**src/rtl/imm_ext_pipe_pkg.sv**
```systemverilog
// ============================================================================
//  Module      : imm_ext_pipe_pkg
//  Description : Shared constants, field-select encodings and buffer state
//                type for the immediate extender pipeline.
//  Revision    : 1.0  initial release
// ============================================================================
`default_nettype none

package imm_ext_pipe_pkg;

    localparam int c_def_out_w = 16;
    localparam int c_def_in_w  = 12;

    localparam logic [1:0] SEL_W0 = 2'd0;
    localparam logic [1:0] SEL_W1 = 2'd1;
    localparam logic [1:0] SEL_W2 = 2'd2;
    localparam logic [1:0] SEL_W3 = 2'd3;

    // Encoding doubles as the occupancy count.
    typedef enum logic [1:0] {
        EMPTY = 2'd0,
        ONE   = 2'd1,
        FULL  = 2'd2
    } buf_state_t;

endpackage

`default_nettype wire

```
**src/rtl/imm_ext_core.sv**
```systemverilog
// ============================================================================
//  Module      : imm_ext_core
//  Description : Combinational sign/zero extender with four selectable
//                source-field widths.
//  Revision    : 1.0  initial release
// ============================================================================
`default_nettype none

module imm_ext_core
    import imm_ext_pipe_pkg::*;
#(
    parameter int OUT_W = c_def_out_w,
    parameter int IN_W  = c_def_in_w,
    parameter int W0    = 4,
    parameter int W1    = 8,
    parameter int W2    = 9,
    parameter int W3    = 12
) (
    input  logic [IN_W-1:0]  imm,
    input  logic [1:0]       sel,
    input  logic             sgn,
    output logic [OUT_W-1:0] ext
);

    logic [OUT_W-1:0] w_ext [4];

    for (genvar n = 0; n < 4; n++) begin : g_field
        localparam int c_w = (n == 0) ? W0 : (n == 1) ? W1 : (n == 2) ? W2 : W3;

        // A field as wide as the datapath needs no padding bits at all.
        if (c_w < OUT_W) begin : g_pad
            logic w_fill;
            assign w_fill   = sgn & imm[c_w-1];
            assign w_ext[n] = {{(OUT_W - c_w){w_fill}}, imm[c_w-1:0]};
        end else begin : g_full
            assign w_ext[n] = imm[OUT_W-1:0];
        end
    end

    always_comb begin
        ext = w_ext[0];
        case (sel)
            SEL_W0:  ext = w_ext[0];
            SEL_W1:  ext = w_ext[1];
            SEL_W2:  ext = w_ext[2];
            SEL_W3:  ext = w_ext[3];
            default: ext = w_ext[0];
        endcase
    end

endmodule

`default_nettype wire

```
**src/rtl/imm_ext_pipe.sv**
```systemverilog
// ============================================================================
//  Module      : imm_ext_pipe
//  Description : Pipelined immediate extender with a registered 2-entry
//                skid buffer on the valid/ready output.
//                Optional feature macro: IMM_EXT_SHIFT_EN (adds in_shl).
//  Revision    : 1.0  initial release
// ============================================================================
`default_nettype none

module imm_ext_pipe
    import imm_ext_pipe_pkg::*;
#(
    parameter int OUT_W = c_def_out_w,
    parameter int IN_W  = c_def_in_w,
    parameter int W0    = 4,
    parameter int W1    = 8,
    parameter int W2    = 9,
    parameter int W3    = 12
) (
    input  logic             clk,
    input  logic             rst,
    input  logic             flush,
    input  logic             in_valid,
    output logic             in_ready,
    input  logic [IN_W-1:0]  in_imm,
    input  logic [1:0]       in_sel,
    input  logic             in_sgn,
`ifdef IMM_EXT_SHIFT_EN
    input  logic             in_shl,
`endif
    output logic             out_valid,
    input  logic             out_ready,
    output logic [OUT_W-1:0] out_data,
    output logic [1:0]       occ
);

    logic [OUT_W-1:0] w_ext;
    logic [OUT_W-1:0] w_store;
    logic             w_push;
    logic             w_pop;
    logic             w_load_head;
    logic             w_load_tail;
    logic             w_head_from_tail;
    buf_state_t       r_state;
    buf_state_t       w_state_nxt;
    logic [OUT_W-1:0] r_head;
    logic [OUT_W-1:0] r_tail;

    imm_ext_core #(
        .OUT_W (OUT_W),
        .IN_W  (IN_W),
        .W0    (W0),
        .W1    (W1),
        .W2    (W2),
        .W3    (W3)
    ) u_core (
        .imm (in_imm),
        .sel (in_sel),
        .sgn (in_sgn),
        .ext (w_ext)
    );

`ifdef IMM_EXT_SHIFT_EN
    // Halfword branch offsets: scale by two before storing.
    assign w_store = in_shl ? {w_ext[OUT_W-2:0], 1'b0} : w_ext;
`else
    assign w_store = w_ext;
`endif

    assign in_ready  = !rst && (r_state != FULL);
    assign out_valid = (r_state != EMPTY);
    assign out_data  = r_head;
    assign occ       = r_state;

    assign w_push = in_valid && in_ready;
    assign w_pop  = out_valid && out_ready;

    always_comb begin
        w_state_nxt      = r_state;
        w_load_head      = 1'b0;
        w_load_tail      = 1'b0;
        w_head_from_tail = 1'b0;
        if (flush) begin
            w_state_nxt = EMPTY;
        end else begin
            case (r_state)
                EMPTY: begin
                    if (w_push) begin
                        w_state_nxt = ONE;
                        w_load_head = 1'b1;
                    end
                end
                ONE: begin
                    case ({w_push, w_pop})
                        2'b10: begin
                            w_state_nxt = FULL;
                            w_load_tail = 1'b1;
                        end
                        2'b01:   w_state_nxt = EMPTY;
                        2'b11:   w_load_head = 1'b1;
                        default: w_state_nxt = ONE;
                    endcase
                end
                FULL: begin
                    if (w_pop) begin
                        w_state_nxt      = ONE;
                        w_head_from_tail = 1'b1;
                    end
                end
                default: w_state_nxt = EMPTY;
            endcase
        end
    end

    always_ff @(posedge clk) begin
        if (rst) begin
            r_state <= EMPTY;
            r_head  <= '0;
            r_tail  <= '0;
        end else begin
            r_state <= w_state_nxt;
            if (w_load_head) begin
                r_head <= w_store;
            end else if (w_head_from_tail) begin
                r_head <= r_tail;
            end
            if (w_load_tail) begin
                r_tail <= w_store;
            end
        end
    end

endmodule

`default_nettype wire

```
**config.mk**
```make
export PLATFORM = sky130hd
export DESIGN_NAME = imm_ext_pipe
export DESIGN_NICKNAME = d
export VERILOG_FILES = /design/src/rtl/imm_ext_pipe_pkg.sv /design/src/rtl/imm_ext_core.sv /design/src/rtl/imm_ext_pipe.sv
export SDC_FILE = /design/constraint.sdc
export NUM_CORES = 1
export LEC_CHECK = 0
export BUFFER_PORTS_ARGS = -buffer_cell sky130_fd_sc_hd__buf_2
export CAP_MARGIN = 20
export CORE_MARGIN = 2
export CORE_UTILIZATION = 50
export DETAILED_ROUTE_END_ITERATION = 16
export PLACE_DENSITY = 0.88
export SLEW_MARGIN = 30
export SYNTH_ARGS = -nofsm -noshare
export SYNTH_HDL_FRONTEND = slang
export SYNTH_SLANG_ARGS = --single-unit
```
**constraint.sdc**
```tcl
create_clock -name clk -period 4.3 [get_ports clk]
set_input_delay 0 -clock clk [delete_from_list [all_inputs] [get_ports clk]]
set_output_delay 0 -clock clk [all_outputs]
set_load 0.1 [all_outputs]
```
# ---- Word level (Yosys, flattened, before mapping)
# Index checks and enable logic that the tools add are counted.
dict set report totals {
  output_inout_bits 20
  wordCells 46
  input_bits 20
  reg_bits 34
}
dict set report op_classes {
  eq_ne 12
  n_reduce_logical 10
  n_bitwise 4
  muxes 17
}
# op count
set ops {}
lappend ops {{$pmux 16 s4} 1}
lappend ops {{$mux 16} 2}
lappend ops {{$pmux 2 s3} 2}
lappend ops {{$eq 2x2->1 const B} 5}
lappend ops {{$mux 1} 9}
lappend ops {{$ne 2x2->1 const B} 4}
lappend ops {{$eq 2x1->1 const B} 3}
lappend ops {{$and 1x1->1} 4}
lappend ops {{$logic_not 2->1} 2}
lappend ops {{$mux 2} 2}
lappend ops {{$reduce_bool 2->1} 2}
lappend ops {{$logic_and 1x1->1} 3}
lappend ops {{$reduce_and 3->1} 1}
lappend ops {{$pmux 1 s2} 1}
lappend ops {{$reduce_or 2->1} 1}
lappend ops {{$logic_not 1->1} 1}

# ---- Longest topological paths before layout
dict set report logic_depth {
  depth_word 8
  depth_mapped 10
  depth_no_buf 7
}

# ---- Cells and area by module
# From an unflattened synthesis, not the netlist that was laid out.
dict set report unflattened {
  cells_unflattened 209
  hier_area_um2 1801.7
}
# module cells_each instances seq_area_each_um2 area_each_um2
set by_module_without_submodules {}
lappend by_module_without_submodules {imm_ext_pipe 175 1 680.7 1574.0}
lappend by_module_without_submodules {imm_ext_core 34 1 0.0 227.7}

# ---- Least setup slack after synthesis
# OpenSTA, ideal clock, no wires.
dict set report synth_timing {
  path_type {reg-to-reg}
  from {register r_state[1], in the netlist occ[1]}
  to {register r_tail[5]}
  path_buffers 2
  path_stages_with_launch 10
  arrival_ps 2712
  required_ps 4164
  setup_ps 136
  synth_period_minus_slack_ps 2849
  slack_ps 1451
  cell_sequence {dfxtp_1 > or2_2 > and2_1 > inv_1 > ha_1 > and3_1 > buf_4 > buf_6 > nor2_1 > nor3_2}
}
dict set report synth_between {
  elab_cells_between_ends 10
  cone_classes {eq/ne: 3; mux: 3; reduce/logical: 4}
}
# element line_no
set synth_lines {}
lappend synth_lines {{from (decl)} imm_ext_pipe.sv:44} ;# buf_state_t r_state;
lappend synth_lines {{from (signal assigned)} imm_ext_pipe.sv:121} ;# r_state <= w_state_nxt;
lappend synth_lines {{$reduce_bool 2->1} imm_ext_pipe.sv:71} ;# assign out_valid = (r_state != EMPTY);
lappend synth_lines {{via out_valid} imm_ext_pipe.sv:31} ;# output logic out_valid,
lappend synth_lines {{$logic_and 1x1->1} imm_ext_pipe.sv:76} ;# assign w_pop = out_valid && out_ready;
lappend synth_lines {{$eq 2x2->1} imm_ext_pipe.sv:94} ;# case ({w_push, w_pop})
lappend synth_lines {{$mux 1} imm_ext_pipe.sv:94}
lappend synth_lines {{$mux 1} imm_ext_pipe.sv:86} ;# case (r_state)
lappend synth_lines {{$mux 1} imm_ext_pipe.sv:83} ;# if (flush) begin
lappend synth_lines {{to (signal assigned)} imm_ext_pipe.sv:128} ;# r_tail <= w_store;
lappend synth_lines {{to (decl)} imm_ext_pipe.sv:47} ;# logic [OUT_W-1:0] r_tail;
# The timed path passes the listed nets, and every way through them passes these cells.
# A chain may end at the register's enable or synchronous reset.

# ---- Worst setup path in the final report
dict set report layout_timing {
  from {register r_state[0], in the netlist occ[0]}
  to {register r_tail[8]}
}
dict set report layout_between {
  elab_chain_cells 7
  elab_cells_between_ends 10
  cone_classes {eq/ne: 3; mux: 3; reduce/logical: 4}
}
# element line_no
set layout_lines {}
lappend layout_lines {{$ne 2x2->1} imm_ext_pipe.sv:70} ;# assign in_ready = !rst && (r_state != FULL);
lappend layout_lines {{$logic_and 1x1->1} imm_ext_pipe.sv:70}
lappend layout_lines {{$logic_and 1x1->1} imm_ext_pipe.sv:75} ;# assign w_push = in_valid && in_ready;
lappend layout_lines {{$eq 2x2->1} imm_ext_pipe.sv:94}
lappend layout_lines {{$mux 1} imm_ext_pipe.sv:94}
lappend layout_lines {{$mux 1 (*)} imm_ext_pipe.sv:86}
lappend layout_lines {{$mux 1 (*)} imm_ext_pipe.sv:83}
# Every way passes the cells marked *; elsewhere a longest branch is shown, timed or not.

==> flow_metrics.env <==
export IMPL_status="completed"
export IMPL_ys_seq_elements=28
export IMPL_antenna_found_initial=0
export IMPL_cp_data_arrival_time_ns=2.59
export IMPL_yosys_warnings=0
export IMPL_fp_dieH_um=57.8
export IMPL_wl_per_cell_um=13.4
export IMPL_place_area_um2=1580
export IMPL_drv_cap=0
export IMPL_layout_drive_gt1_share=0.291
export IMPL_synthTopCellsByCount="dfxtp_1, a21oi_1, nand2_1, nor2_1"
export IMPL_critPathCaptureType="flop"
export IMPL_synth_cells=163
export IMPL_clock_sinks=28
export IMPL_cts_repair_resized=0
export IMPL_dominantRegCellSynth="dfxtp_1"
export IMPL_clk_pin_slew_ns=0.14
export IMPL_rsz0062_at_grt="false"
export IMPL_yosysMostFrequentCell="dfxtp_1"
export IMPL_tightest_slew_ns=0.662
export IMPL_portBuffers=39
export IMPL_cts_made_buffers=3
export IMPL_worstSetupPathType="flop to flop"
export IMPL_cts_max_level=1
export IMPL_start_kind="flop"
export IMPL_synth_top_cells_by_area="dfxtp_1, a22oi_1, a21oi_1, nand3_1, nand2_1"
export IMPL_hold_viol_final=0
export IMPL_finalSetupViolCount=0
export IMPL_power_leakage_nw=0.686
export IMPL_tns_ns=0
export IMPL_final_area_um2=1690
export IMPL_ant_nets=0
export IMPL_critPathMaxFanout=16
export IMPL_syn_area_um2=1450
export IMPL_async_flop_share=0
export IMPL_grt_max_degree=35
export IMPL_yosysTopAreaCell="dfxtp_1"
export IMPL_initial_core_util=0.525
export IMPL_clk_latency_ns=0.32
export IMPL_dieArea_um2=3340
export IMPL_antennaDiodeCount=0
export IMPL_grt_overflow=0
export IMPL_synth_top_cell_area_share=0.387
export IMPL_dp_hpwl_um=2190
export IMPL_grt_total_usage=0.187
export IMPL_worstHoldPathType="input port to flop"
export IMPL_finalCritPeriodShare=0.550
export IMPL_grt_pass1_vias=1158
export IMPL_max_freq_mhz=423
export IMPL_grt_pass1_wl_um=5000
export IMPL_cp_data_required_time_ns=4.52
export IMPL_pin_count=40
export IMPL_drt_first_pass_iters=4
export IMPL_syn_to_final_growth_pct=16.5
export IMPL_power_density_nw_per_um2=318
export IMPL_synth_edf_count=0
export IMPL_num_vias=1335
export IMPL_maxSlewViolCount=0
export IMPL_p_total_mw=0.536
export IMPL_cts_root_buf="clkbuf_4"
export IMPL_fp_row_count=19
export IMPL_seq_area_frac_synth=0.387
export IMPL_yosysUniqueCellTypes=42
export IMPL_period_needed_ns=2.36
export IMPL_wl_um=3050
export IMPL_slew_headroom=0.559
export IMPL_gp_congestion=0.787
export IMPL_fp_dieW_um=57.8
export IMPL_drc=0
export IMPL_fin_skew_ns=0.0117
export IMPL_clk_path_buf_depth=2
export IMPL_avgSynthCellArea_um2=8.88
export IMPL_drt_iter0_drc=107
export IMPL_cts_tree="yes"
export IMPL_finalNetCount=220
export IMPL_syn_num_nets=186
export IMPL_core_area_um2=2760
export IMPL_vdd_drop_max_mv=0.238
export IMPL_via_per_inst=5.88
layout make-up:
cell class	instances	area [um^2]
sequential	28	561
fill	251	1070
clock buffer	3	22.5
inverter	2	7.51
multi-input combinational	118	782
timing repair buffer	44	245
clock inverter	1	30.0
tap	31	38.8
layout by cell type (no fill, tap or decap), drive strengths merged, types with 2 or more instances in the layout:
cell type and instances:
a211oi 5, a21oi 14, a22oi 12, and2 2, and3 4, buf 39
clkbuf 3, dfxtp 28, dlygate4sd3 5, ha 3, inv 2, mux2 2
nand2 14, nand3 12, nand3b 3, nand4bb 2, nor2 15, nor3 6
nor3b 2, o21a 2, o21ai 5, o31ai 5
flip-flops by register name, summed over array words and instances (netlist names):
register  flops
out_data     13
occ           2
r_tail       13
cells by family after synthesis:
group           count (synthesis)  share of synthesized area
compound gates                 46                      0.231
fa+ha+maj                       3                     0.0259
buf+inv                        17                     0.0726
flops                          28                      0.387
mux                             3                     0.0251
simple gates                   66                      0.258
where the power goes:
| group | internal [mW] | total [mW] | switching (mW) |
|---|---|---|---|
| registers | 0.264 | 0.268 | 0.00333 |
| logic | 0.0279 | 0.100 | 0.0722 |
| clock network | 0.0942 | 0.168 | 0.0739 |
layer usage:
layer	vias up	wire, um	track usage	part of all wire
li1	657	-	-	-
met1	629	1380	0.259	0.45
met2	45	1470	0.310	0.48
met3	4	179	0.0268	0.059
met4	0	14	0.0432	0.0046
met5	-	0	0	0
stage by stage:
stage | setup WS (ns) | util | hold WS, ns | instances
after global routing | 1.77 | 0.612 | 0.0188 | 227
after floorplan | 1.45 | - | 0.0761 | 163
after global placement | 2.11 | 0.574 | 0.246 | 218
after detailed placement | 1.97 | 0.574 | 0.252 | 218
after CTS | 1.95 | 0.612 | 0.0156 | 227
final | 1.94 | 0.612 | 0.0268 | 227
final timing paths:
path / from / endpoint / slack [ns] / depth (start not counted)
worst min-delay path: in_imm[8] / r_tail[8] / 0.03 / 3
worst min register to register: r_tail[0] / r_tail[0] / 0.48 / 2
worst max-delay path: occ[0] / r_tail[8] / 1.94 / 6
worst max register to register: occ[0] / r_tail[8] / 1.94 / 6
timing repair:
action | in CTS | in global routing
endpoints found under the setup margin | 0 | 0
hold buffers | 5 | 0
hold endpoints to repair | 10 | 0
buffers inserted | 0 | 0
critical path: stages, from the launching register on:
cell and delay, ns:
dfxtp_1 0.58, nor2b_1 0.13, nor3b_1 0.37, ha_1 0.24
and3_1 0.58, nor2_1 0.08, a311oi_1 0.29
No activity file was read; power rests on OpenSTA's default activity.
